### config.mk
export PLATFORM = sky130hd
export DESIGN_NAME = mlp_layer_sequencer_flat
export DESIGN_NICKNAME = d
export VERILOG_FILES = /design/src/rtl/mlp_pkg.sv /design/src/rtl/mlp_layer_sequencer_if.sv /design/src/rtl/mlp_addr_gen.sv /design/src/rtl/mlp_layer_sequencer.sv /design/src/flat_wrapper.sv
export SDC_FILE = /design/constraint.sdc
export NUM_CORES = 1
export LEC_CHECK = 0
export ABC_CLOCK_PERIOD_IN_PS = 7900
export CAP_MARGIN = 20
export CORE_MARGIN = 2
export CORE_UTILIZATION = 44
export CTS_CLUSTER_DIAMETER = 120
export CTS_CLUSTER_SIZE = 16
export DETAILED_ROUTE_END_ITERATION = 8
export GPL_TIMING_DRIVEN = 0
export PLACE_DENSITY = 0.65
export SETUP_SLACK_MARGIN = 0.3
export SLEW_MARGIN = 20
export SYNTH_ARGS = -nofsm -noshare
export SYNTH_HDL_FRONTEND = slang
export SYNTH_HIERARCHICAL = 1
export SYNTH_SLANG_ARGS = --single-unit
### constraint.sdc
create_clock -name clk -period 7.9 [get_ports clk]
set_input_delay 0.79 -clock clk [delete_from_list [all_inputs] [get_ports clk]]
set_output_delay 0.79 -clock clk [all_outputs]
set_load 0.03 [all_outputs]
### src/rtl/mlp_pkg.sv
// Shared definitions for the MLP layer sequencer: sequencer states and default widths.
package mlp_pkg;

    localparam int unsigned NEURON_AW_DEF = 12;
    localparam int unsigned WEIGHT_AW_DEF = 16;
    localparam int unsigned MAC_LAT_DEF   = 2;

    typedef enum logic [2:0] {
        ST_IDLE  = 3'd0,
        ST_CLR   = 3'd1,
        ST_BIAS  = 3'd2,
        ST_ACC   = 3'd3,
        ST_DRAIN = 3'd4,
        ST_WRITE = 3'd5,
        ST_DONE  = 3'd6
    } seq_state_e;

    // Only the per-neuron working states can be frozen by a memory stall.
    function automatic logic is_stallable(input seq_state_e s);
        return (s != ST_IDLE) && (s != ST_DONE);
    endfunction

endpackage

### src/rtl/mlp_layer_sequencer_if.sv
// Config / strobe / address bundle between layer control, sequencer and the MAC datapath.
// Bias ports exist only when MLP_BIAS_EN is defined.
interface mlp_layer_sequencer_if #(
    parameter int unsigned NEURON_AW = 12,
    parameter int unsigned WEIGHT_AW = 16
) ();
    logic                 start;
    logic [NEURON_AW-1:0] n_in;
    logic [NEURON_AW-1:0] n_out;
    logic [NEURON_AW-1:0] in_base;
    logic [NEURON_AW-1:0] out_base;
    logic [WEIGHT_AW-1:0] w_base;
    logic                 stall;
    logic [NEURON_AW-1:0] in_addr;
    logic [WEIGHT_AW-1:0] w_addr;
    logic [NEURON_AW-1:0] out_addr;
    logic                 mac_clr;
    logic                 mac_en;
    logic                 write_neuron;
    logic                 busy;
    logic                 done;
`ifdef MLP_BIAS_EN
    logic [NEURON_AW-1:0] b_base;
    logic [NEURON_AW-1:0] bias_addr;
    logic                 bias_load;
`endif

    modport master (
        output start, n_in, n_out, in_base, out_base, w_base, stall,
`ifdef MLP_BIAS_EN
        output b_base,
        input  bias_addr, bias_load,
`endif
        input  in_addr, w_addr, out_addr, mac_clr, mac_en, write_neuron, busy, done
    );

    modport slave (
        input  start, n_in, n_out, in_base, out_base, w_base, stall,
`ifdef MLP_BIAS_EN
        input  b_base,
        output bias_addr, bias_load,
`endif
        output in_addr, w_addr, out_addr, mac_clr, mac_en, write_neuron, busy, done
    );
endinterface

### src/rtl/mlp_addr_gen.sv
// Address generator: latched layer config, input/neuron counters, running weight pointer
// and base-plus-offset address adders (optional bias address under MLP_BIAS_EN).
module mlp_addr_gen
    import mlp_pkg::*;
#(
    parameter int unsigned NEURON_AW = NEURON_AW_DEF,
    parameter int unsigned WEIGHT_AW = WEIGHT_AW_DEF
) (
    input  logic                 clk,
    input  logic                 rst,
    input  logic                 load_i,
    input  logic [NEURON_AW-1:0] n_in_i,
    input  logic [NEURON_AW-1:0] n_out_i,
    input  logic [NEURON_AW-1:0] in_base_i,
    input  logic [NEURON_AW-1:0] out_base_i,
    input  logic [WEIGHT_AW-1:0] w_base_i,
`ifdef MLP_BIAS_EN
    input  logic [NEURON_AW-1:0] b_base_i,
    output logic [NEURON_AW-1:0] bias_addr_s,
`endif
    input  logic                 clr_i,
    input  logic                 beat_i,
    input  logic                 next_j_i,
    output logic [NEURON_AW-1:0] in_addr_s,
    output logic [WEIGHT_AW-1:0] w_addr_s,
    output logic [NEURON_AW-1:0] out_addr_s,
    output logic                 acc_last_s,
    output logic                 neuron_last_s
);
    localparam logic [NEURON_AW-1:0] N_ONE = {{(NEURON_AW-1){1'b0}}, 1'b1};
    localparam logic [WEIGHT_AW-1:0] W_ONE = {{(WEIGHT_AW-1){1'b0}}, 1'b1};

    logic [NEURON_AW-1:0] n_in_q, n_in_d, n_out_q, n_out_d;
    logic [NEURON_AW-1:0] in_base_q, in_base_d, out_base_q, out_base_d;
    logic [NEURON_AW-1:0] i_q, i_d, j_q, j_d;
    logic [WEIGHT_AW-1:0] wptr_q, wptr_d;
`ifdef MLP_BIAS_EN
    logic [NEURON_AW-1:0] b_base_q, b_base_d;
`endif

    // i_q is the index of the next accumulate beat; wptr_q keeps running across neurons.
    always_comb begin
        n_in_d     = n_in_q;
        n_out_d    = n_out_q;
        in_base_d  = in_base_q;
        out_base_d = out_base_q;
        i_d        = i_q;
        j_d        = j_q;
        wptr_d     = wptr_q;
`ifdef MLP_BIAS_EN
        b_base_d   = b_base_q;
`endif
        if (load_i) begin
            n_in_d     = n_in_i;
            n_out_d    = n_out_i;
            in_base_d  = in_base_i;
            out_base_d = out_base_i;
            i_d        = {NEURON_AW{1'b0}};
            j_d        = {NEURON_AW{1'b0}};
            wptr_d     = w_base_i;
`ifdef MLP_BIAS_EN
            b_base_d   = b_base_i;
`endif
        end else begin
            if (clr_i) begin
                i_d = {NEURON_AW{1'b0}};
            end else if (beat_i) begin
                i_d = i_q + N_ONE;
            end else begin
                i_d = i_q;
            end
            if (beat_i) begin
                wptr_d = wptr_q + W_ONE;
            end else begin
                wptr_d = wptr_q;
            end
            if (next_j_i) begin
                j_d = j_q + N_ONE;
            end else begin
                j_d = j_q;
            end
        end
    end

    // Counter and config registers.
    always_ff @(posedge clk) begin
        if (rst) begin
            n_in_q     <= {NEURON_AW{1'b0}};
            n_out_q    <= {NEURON_AW{1'b0}};
            in_base_q  <= {NEURON_AW{1'b0}};
            out_base_q <= {NEURON_AW{1'b0}};
            i_q        <= {NEURON_AW{1'b0}};
            j_q        <= {NEURON_AW{1'b0}};
            wptr_q     <= {WEIGHT_AW{1'b0}};
`ifdef MLP_BIAS_EN
            b_base_q   <= {NEURON_AW{1'b0}};
`endif
        end else begin
            n_in_q     <= n_in_d;
            n_out_q    <= n_out_d;
            in_base_q  <= in_base_d;
            out_base_q <= out_base_d;
            i_q        <= i_d;
            j_q        <= j_d;
            wptr_q     <= wptr_d;
`ifdef MLP_BIAS_EN
            b_base_q   <= b_base_d;
`endif
        end
    end

    assign in_addr_s     = in_base_q + i_q;
    assign w_addr_s      = wptr_q;
    assign out_addr_s    = out_base_q + j_q;
    assign acc_last_s    = (i_q == n_in_q);
    assign neuron_last_s = ((j_q + N_ONE) == n_out_q);
`ifdef MLP_BIAS_EN
    assign bias_addr_s   = b_base_q + j_q;
`endif

endmodule

### src/rtl/mlp_layer_sequencer.sv
// Fully-connected layer sequencer: per output neuron clear, accumulate n_in beats, drain, write.
// Defining MLP_BIAS_EN adds a one-cycle bias-load step between clear and accumulate.
module mlp_layer_sequencer
    import mlp_pkg::*;
#(
    parameter int unsigned NEURON_AW = NEURON_AW_DEF,
    parameter int unsigned WEIGHT_AW = WEIGHT_AW_DEF,
    parameter int unsigned MAC_LAT   = MAC_LAT_DEF
) (
    input  logic                 clk,
    input  logic                 rst,
    mlp_layer_sequencer_if.slave bus
);
    localparam logic [15:0] DRAIN_CYC = 16'(MAC_LAT);
`ifdef MLP_BIAS_EN
    localparam seq_state_e AFTER_CLR = ST_BIAS;
`else
    localparam seq_state_e AFTER_CLR = ST_ACC;
`endif

    seq_state_e           state_q, state_d;
    logic [15:0]          drain_q, drain_d;
    logic                 mac_clr_q, mac_clr_d, mac_en_q, mac_en_d;
    logic                 write_q, write_d, busy_q, busy_d, done_q, done_d;
    logic [NEURON_AW-1:0] in_addr_q, in_addr_d, out_addr_q, out_addr_d;
    logic [WEIGHT_AW-1:0] w_addr_q, w_addr_d;
    logic                 hold_s, load_s, clr_s, beat_s, wr_s, next_j_s;
    logic [NEURON_AW-1:0] in_addr_s, out_addr_s;
    logic [WEIGHT_AW-1:0] w_addr_s;
    logic                 acc_last_s, neuron_last_s;
`ifdef MLP_BIAS_EN
    logic                 bias_load_q, bias_load_d, bias_s;
    logic [NEURON_AW-1:0] bias_addr_q, bias_addr_d, bias_addr_s;
`endif

    mlp_addr_gen #(
        .NEURON_AW (NEURON_AW),
        .WEIGHT_AW (WEIGHT_AW)
    ) u_addr_gen (
        .clk           (clk),
        .rst           (rst),
        .load_i        (load_s),
        .n_in_i        (bus.n_in),
        .n_out_i       (bus.n_out),
        .in_base_i     (bus.in_base),
        .out_base_i    (bus.out_base),
        .w_base_i      (bus.w_base),
`ifdef MLP_BIAS_EN
        .b_base_i      (bus.b_base),
        .bias_addr_s   (bias_addr_s),
`endif
        .clr_i         (clr_s),
        .beat_i        (beat_s),
        .next_j_i      (next_j_s),
        .in_addr_s     (in_addr_s),
        .w_addr_s      (w_addr_s),
        .out_addr_s    (out_addr_s),
        .acc_last_s    (acc_last_s),
        .neuron_last_s (neuron_last_s)
    );

    // Next state, and the strobes/addresses for the step issued in the next cycle.
    always_comb begin
        state_d  = state_q;
        drain_d  = drain_q;
        load_s   = 1'b0;
        next_j_s = 1'b0;
        hold_s   = bus.stall && is_stallable(state_q);
        if (hold_s) begin
            state_d = state_q;
        end else begin
            case (state_q)
                ST_IDLE: begin
                    if (bus.start) begin
                        load_s = 1'b1;
                        if ((bus.n_in == {NEURON_AW{1'b0}}) || (bus.n_out == {NEURON_AW{1'b0}})) begin
                            state_d = ST_DONE;
                        end else begin
                            state_d = ST_CLR;
                        end
                    end else begin
                        state_d = ST_IDLE;
                    end
                end
                ST_CLR:  state_d = AFTER_CLR;
                ST_BIAS: state_d = ST_ACC;
                ST_ACC: begin
                    if (!acc_last_s) begin
                        state_d = ST_ACC;
                    end else if (DRAIN_CYC == 16'd0) begin
                        state_d = ST_WRITE;
                    end else begin
                        state_d = ST_DRAIN;
                        drain_d = 16'd1;
                    end
                end
                ST_DRAIN: begin
                    if (drain_q >= DRAIN_CYC) begin
                        state_d = ST_WRITE;
                    end else begin
                        drain_d = drain_q + 16'd1;
                    end
                end
                ST_WRITE: begin
                    if (neuron_last_s) begin
                        state_d = ST_DONE;
                    end else begin
                        state_d  = ST_CLR;
                        next_j_s = 1'b1;
                    end
                end
                ST_DONE: state_d = ST_IDLE;
                default: state_d = ST_IDLE;
            endcase
        end

        clr_s      = !hold_s && (state_d == ST_CLR);
        beat_s     = !hold_s && (state_d == ST_ACC);
        wr_s       = !hold_s && (state_d == ST_WRITE);
        mac_clr_d  = clr_s;
        mac_en_d   = beat_s;
        write_d    = wr_s;
        done_d     = (state_d == ST_DONE);
        busy_d     = (state_d != ST_IDLE);
        in_addr_d  = beat_s ? in_addr_s  : in_addr_q;
        w_addr_d   = beat_s ? w_addr_s   : w_addr_q;
        out_addr_d = wr_s   ? out_addr_s : out_addr_q;
`ifdef MLP_BIAS_EN
        bias_s      = !hold_s && (state_d == ST_BIAS);
        bias_load_d = bias_s;
        bias_addr_d = bias_s ? bias_addr_s : bias_addr_q;
`endif
    end

    // Sequencer state and registered outputs.
    always_ff @(posedge clk) begin
        if (rst) begin
            state_q     <= ST_IDLE;
            drain_q     <= 16'd0;
            mac_clr_q   <= 1'b0;
            mac_en_q    <= 1'b0;
            write_q     <= 1'b0;
            busy_q      <= 1'b0;
            done_q      <= 1'b0;
            in_addr_q   <= {NEURON_AW{1'b0}};
            w_addr_q    <= {WEIGHT_AW{1'b0}};
            out_addr_q  <= {NEURON_AW{1'b0}};
`ifdef MLP_BIAS_EN
            bias_load_q <= 1'b0;
            bias_addr_q <= {NEURON_AW{1'b0}};
`endif
        end else begin
            state_q     <= state_d;
            drain_q     <= drain_d;
            mac_clr_q   <= mac_clr_d;
            mac_en_q    <= mac_en_d;
            write_q     <= write_d;
            busy_q      <= busy_d;
            done_q      <= done_d;
            in_addr_q   <= in_addr_d;
            w_addr_q    <= w_addr_d;
            out_addr_q  <= out_addr_d;
`ifdef MLP_BIAS_EN
            bias_load_q <= bias_load_d;
            bias_addr_q <= bias_addr_d;
`endif
        end
    end

    assign bus.mac_clr      = mac_clr_q;
    assign bus.mac_en       = mac_en_q;
    assign bus.write_neuron = write_q;
    assign bus.busy         = busy_q;
    assign bus.done         = done_q;
    assign bus.in_addr      = in_addr_q;
    assign bus.w_addr       = w_addr_q;
    assign bus.out_addr     = out_addr_q;
`ifdef MLP_BIAS_EN
    assign bus.bias_load    = bias_load_q;
    assign bus.bias_addr    = bias_addr_q;
`endif

endmodule

### src/flat_wrapper.sv
// flat-port wrapper written by rule: the top's interface ports become plain ports
module mlp_layer_sequencer_flat import mlp_pkg::*;
#(
    parameter int unsigned NEURON_AW = NEURON_AW_DEF,
    parameter int unsigned WEIGHT_AW = WEIGHT_AW_DEF,
    parameter int unsigned MAC_LAT   = MAC_LAT_DEF
)
  (clk, rst, bus_start, bus_n_in, bus_n_out, bus_in_base, bus_out_base, bus_w_base, bus_stall, bus_in_addr, bus_w_addr, bus_out_addr, bus_mac_clr, bus_mac_en, bus_write_neuron, bus_busy, bus_done);
  mlp_layer_sequencer_if #(.NEURON_AW(NEURON_AW), .WEIGHT_AW(WEIGHT_AW)) bus_i ();
  input  logic clk;
  input  logic rst;
  input wire logic [$bits(bus_i.start)-1:0] bus_start;
  input wire logic [$bits(bus_i.n_in)-1:0] bus_n_in;
  input wire logic [$bits(bus_i.n_out)-1:0] bus_n_out;
  input wire logic [$bits(bus_i.in_base)-1:0] bus_in_base;
  input wire logic [$bits(bus_i.out_base)-1:0] bus_out_base;
  input wire logic [$bits(bus_i.w_base)-1:0] bus_w_base;
  input wire logic [$bits(bus_i.stall)-1:0] bus_stall;
  output wire logic [$bits(bus_i.in_addr)-1:0] bus_in_addr;
  output wire logic [$bits(bus_i.w_addr)-1:0] bus_w_addr;
  output wire logic [$bits(bus_i.out_addr)-1:0] bus_out_addr;
  output wire logic [$bits(bus_i.mac_clr)-1:0] bus_mac_clr;
  output wire logic [$bits(bus_i.mac_en)-1:0] bus_mac_en;
  output wire logic [$bits(bus_i.write_neuron)-1:0] bus_write_neuron;
  output wire logic [$bits(bus_i.busy)-1:0] bus_busy;
  output wire logic [$bits(bus_i.done)-1:0] bus_done;
  assign bus_i.start = bus_start;
  assign bus_i.n_in = bus_n_in;
  assign bus_i.n_out = bus_n_out;
  assign bus_i.in_base = bus_in_base;
  assign bus_i.out_base = bus_out_base;
  assign bus_i.w_base = bus_w_base;
  assign bus_i.stall = bus_stall;
  assign bus_in_addr = bus_i.in_addr;
  assign bus_w_addr = bus_i.w_addr;
  assign bus_out_addr = bus_i.out_addr;
  assign bus_mac_clr = bus_i.mac_clr;
  assign bus_mac_en = bus_i.mac_en;
  assign bus_write_neuron = bus_i.write_neuron;
  assign bus_busy = bus_i.busy;
  assign bus_done = bus_i.done;
  mlp_layer_sequencer #(.NEURON_AW(NEURON_AW), .WEIGHT_AW(WEIGHT_AW), .MAC_LAT(MAC_LAT)) u_core (.clk(clk), .rst(rst), .bus(bus_i));
endmodule
==> flow_metrics.tcl <==
set metrics [dict create \
    start_kind "flip-flop" \
    powerDensity_mw_per_mm2 216 \
    grt_pass1_vias 5461 \
    crit_fanout 10 \
    reg2regPathDepth 15 \
    drtIter0Drc 376 \
    synth_top_family_by_area "simple AND/OR/NAND/NOR gates" \
    drcViolationCount 0 \
    skew_ps 5.32 \
    synth-simple-area-share_pct 21.0 \
    tritoncts "yes" \
    finalSetupViolations 0 \
    netSwitchingPower_mw 0.563 \
    antenna_cells 0 \
    grt_max_degree 17 \
    num_io_pins 113 \
    final_hold_viol_count 0 \
    layout_commonest_cell "dfxtp_1" \
    die_height_um 133 \
    cp_slowest_cell "dfxtp_1" \
    cp.arrival_ps 4220 \
    htreeDepth 4 \
    vias 6110 \
    detailed_place_hpwl_mm 13.6 \
    hold_class "reg -> reg" \
    drt-met1-wl_mm 8.88 \
    layout.nets 1055 \
    crit_path_end_kind "flip-flop" \
    grt_remaining_overflow 0 \
    fmaxAchievable_mhz 259 \
    syn_inst 828 \
    rsz0062_at_grt "false" \
    grt_pass1_wl_mm 28.6 \
    most-common-layout-cells "dfxtp_1, nor2_1, clkdlybuf4s50_1" \
    power_frac_seq_pct 42.8 \
    hold_slack_ps 454 \
    wl_mm 17.7 \
    status "completed" \
    postCtsHoldBufs 0 \
    ys_ff_latch 152 \
    top_layer "met4" \
    gp_congestion 0.872 \
    grt_antenna_before_repair 0 \
    worstMarginPinSlew_ps 636 \
    yosys.cell_types.count 63 \
    r2r_start "u_core/u_addr_gen/j_q[1]" \
    area_growth_pct 26.2 \
    synth.cell_area_mm2 0.00738 \
    crit_chain "ha_1 > nand2_1 > nor2_1 > mux2_2 > mux2i_1 > mux2i_1 > nor4_2 > o21ai_0 > a21oi_1 > o21ai_1 > a31oi_2 > nor3_1 > or3_1 > clkbuf_1 > nor2_1" \
    slew_viol_final 0 \
    grtUsageTotal_pct 20.3 \
    numCtsBuffers 17 \
    clk_pin_slew_ps 60 \
    io_buffers 111 \
    cts_root_buf "clkbuf_16" \
    cts_sinks 152 \
    coreArea_mm2 0.0165 \
    slowest_delay_ps 470 \
    path_class "reg -> reg" \
    syn_nets 925 \
    yosys_warnings 6 \
    hp-start "u_core/bus.w_addr[14]" \
    tns_ps 0 \
    leakage_nw 3.77 \
    cts_resized 0 \
    internal-power_mw 1.44 \
    clock_path_buffers 2 \
    reg2reg_to "u_core/u_addr_gen/i_q[4]" \
    p_comb_share_pct 19.1 \
    required_ps 8250 \
    drv_cap 0 \
    die_width_um 133 \
    synth_compound_area_share_pct 10.7 \
    synthMuxAreaShare_pct 9.45 \
    synthAdderAreaFrac_pct 5.12 \
    vdd_drop_max_uv 170 \
    worst_hold_path.endpoint "u_core/bus.w_addr[14]" \
    synth_edf_count 0 \
    r2r_setup_slack_ps 4030 \
    swShare_pct 28.1 \
    firstDrtPassIters 4 \
    wl_met3_um 727 \
    synth-xor-area-share_pct 9.26 \
    post_cts_buffers 0 \
    wl_per_cell_um 14.9 \
    clkPwrFrac_pct 38.1 \
    ys_seq_area_share_pct 41.3 \
    drive_gt1_share_pct 7.01 \
    min_path_cells 2 \
    finalCriticalPeriod_ps 3870 \
    fin_crit_sh_pct 49.0 \
    ys_async_sr_fraction_pct 0 \
    routed-wl-met2_mm 7.87 \
    slew-limit-headroom_pct 57.6 \
    ant_nets 0 \
    viasPerCell 5.13 \
    dieArea_mm2 0.0178 \
    synth_flop_cell "dfxtp_1" \
    rows 47 \
    avgSynthCellArea_um2 8.91 \
    insertion_delay_ps 420 \
    start_util_pct 44.8 \
]
[synthesized netlist by cell type (6+ instances only)]
master	n	share of area, %
buf_4	7	0.71
nand4_1	17	1.4
dfxtp_1	152	41
nand2_1	93	4.7
xnor2_1	47	5.6
or3_1	6	0.51
and3_1	8	0.68
a21o_1	11	1.1
nor3_1	12	0.81
inv_1	10	0.51
clkbuf_1	22	1.1
o21ai_0	16	1.1
nor4_1	13	1.1
and2_1	14	1.2
nor2_1	115	5.9
buf_2	9	0.61
mux2i_1	67	9.1
ha_1	27	4.6
xor2_1	31	3.7
nand3_1	18	1.2
a21oi_1	64	4.3
[sequential cells by signal, summed over array words and instances, names as in the netlist]
register / count
u_core/u_addr_gen/n_out_q: 12
u_core/bus.w_addr: 16
u_core/u_addr_gen/in_base_q: 12
u_core/bus.mac_en: 1
u_core/bus.done: 1
u_core/bus.out_addr: 12
u_core/bus.write_neuron: 1
u_core/drain_q: 16
u_core/state_q: 3
u_core/bus.mac_clr: 1
u_core/bus.in_addr: 12
u_core/u_addr_gen/w_addr_s: 16
u_core/u_addr_gen/out_base_q: 12
u_core/u_addr_gen/i_q: 12
u_core/u_addr_gen/j_q: 12
u_core/u_addr_gen/n_in_q: 12
u_core/bus.busy: 1
[per-layer routing]
layer | vias to the layer above | track usage, %
met5 | - | 0
met1 | 2836 | 29.1
met3 | 18 | 3.69
li1 | 3116 | -
met2 | 140 | 30.8
met4 | 0 | 6.91
[area by class of cell]
cell class                 count  area [um^2]
buffer                        41          193
clock buffer                  20          437
clock inverter                11          108
fill                        1514         7160
inverter                      11         41.3
multi-input combinational    624         4100
sequential                   152         3040
tap                          220          275
timing repair buffer         111         1110
[through the flow]
step / total power, mW / worst slack [ps] / instance area [um^2] / utilization (%) / cells
detailed placement: 1.26 / 4060 / 8760 / 53.2 / 1159
floorplan: 1.13 / 4810 / 7380 / - / 828
global placement: 1.25 / 4050 / 8760 / 53.2 / 1159
global route: 2.10 / 3740 / 9310 / 56.5 / 1190
CTS: 2.02 / 4020 / 9310 / 56.5 / 1190
finish: 2.01 / 4030 / 9310 / 56.5 / 1190
[kinds of logic (layout without fill, tap and decap cells)]
group | count (synthesis) | in the layout
simple gates | 322 | 322
flops | 152 | 152
compound gates | 126 | 126
xor+xnor | 78 | 78
mux | 69 | 69
buf+inv | 52 | 194
fa+ha+maj | 29 | 29
[worst max-delay path: cells and delay by family, from the launching register on]
family,cells,cell delay [ps]
AO/OA/AOI/OAI,4,750
multiplexers,3,610
flip-flops,1,470
buffers and inverters,1,270
AND/OR/NAND/NOR,6,1440
adder cells (fa/ha/maj),1,260
[power by group through the flow]
stage | sequential [mW] | combinational [mW] | clock, mW
after detailed placement | 0.876 | 0.381 | 0
final | 0.859 | 0.383 | 0.765
after global placement | 0.876 | 0.379 | 0
after floorplan | 0.888 | 0.239 | 0
after CTS | 0.860 | 0.383 | 0.778
after global routing | 0.866 | 0.420 | 0.813
[worst max path at each step]
| stage | start | to | cells after the start |
|---|---|---|---|
| after floorplan | u_core/u_addr_gen/j_q[0] | u_core/u_addr_gen/i_q[10] | 15 |
| after global placement | u_core/u_addr_gen/j_q[1] | u_core/u_addr_gen/i_q[7] | 15 |
| after detailed placement | u_core/u_addr_gen/j_q[1] | u_core/u_addr_gen/i_q[7] | 15 |
| after global routing | u_core/u_addr_gen/j_q[1] | u_core/u_addr_gen/i_q[4] | 15 |
| after CTS | u_core/u_addr_gen/j_q[1] | u_core/u_addr_gen/i_q[4] | 15 |
| final | u_core/u_addr_gen/j_q[1] | u_core/u_addr_gen/i_q[4] | 15 |
No activity file was read; power rests on OpenSTA's default activity.
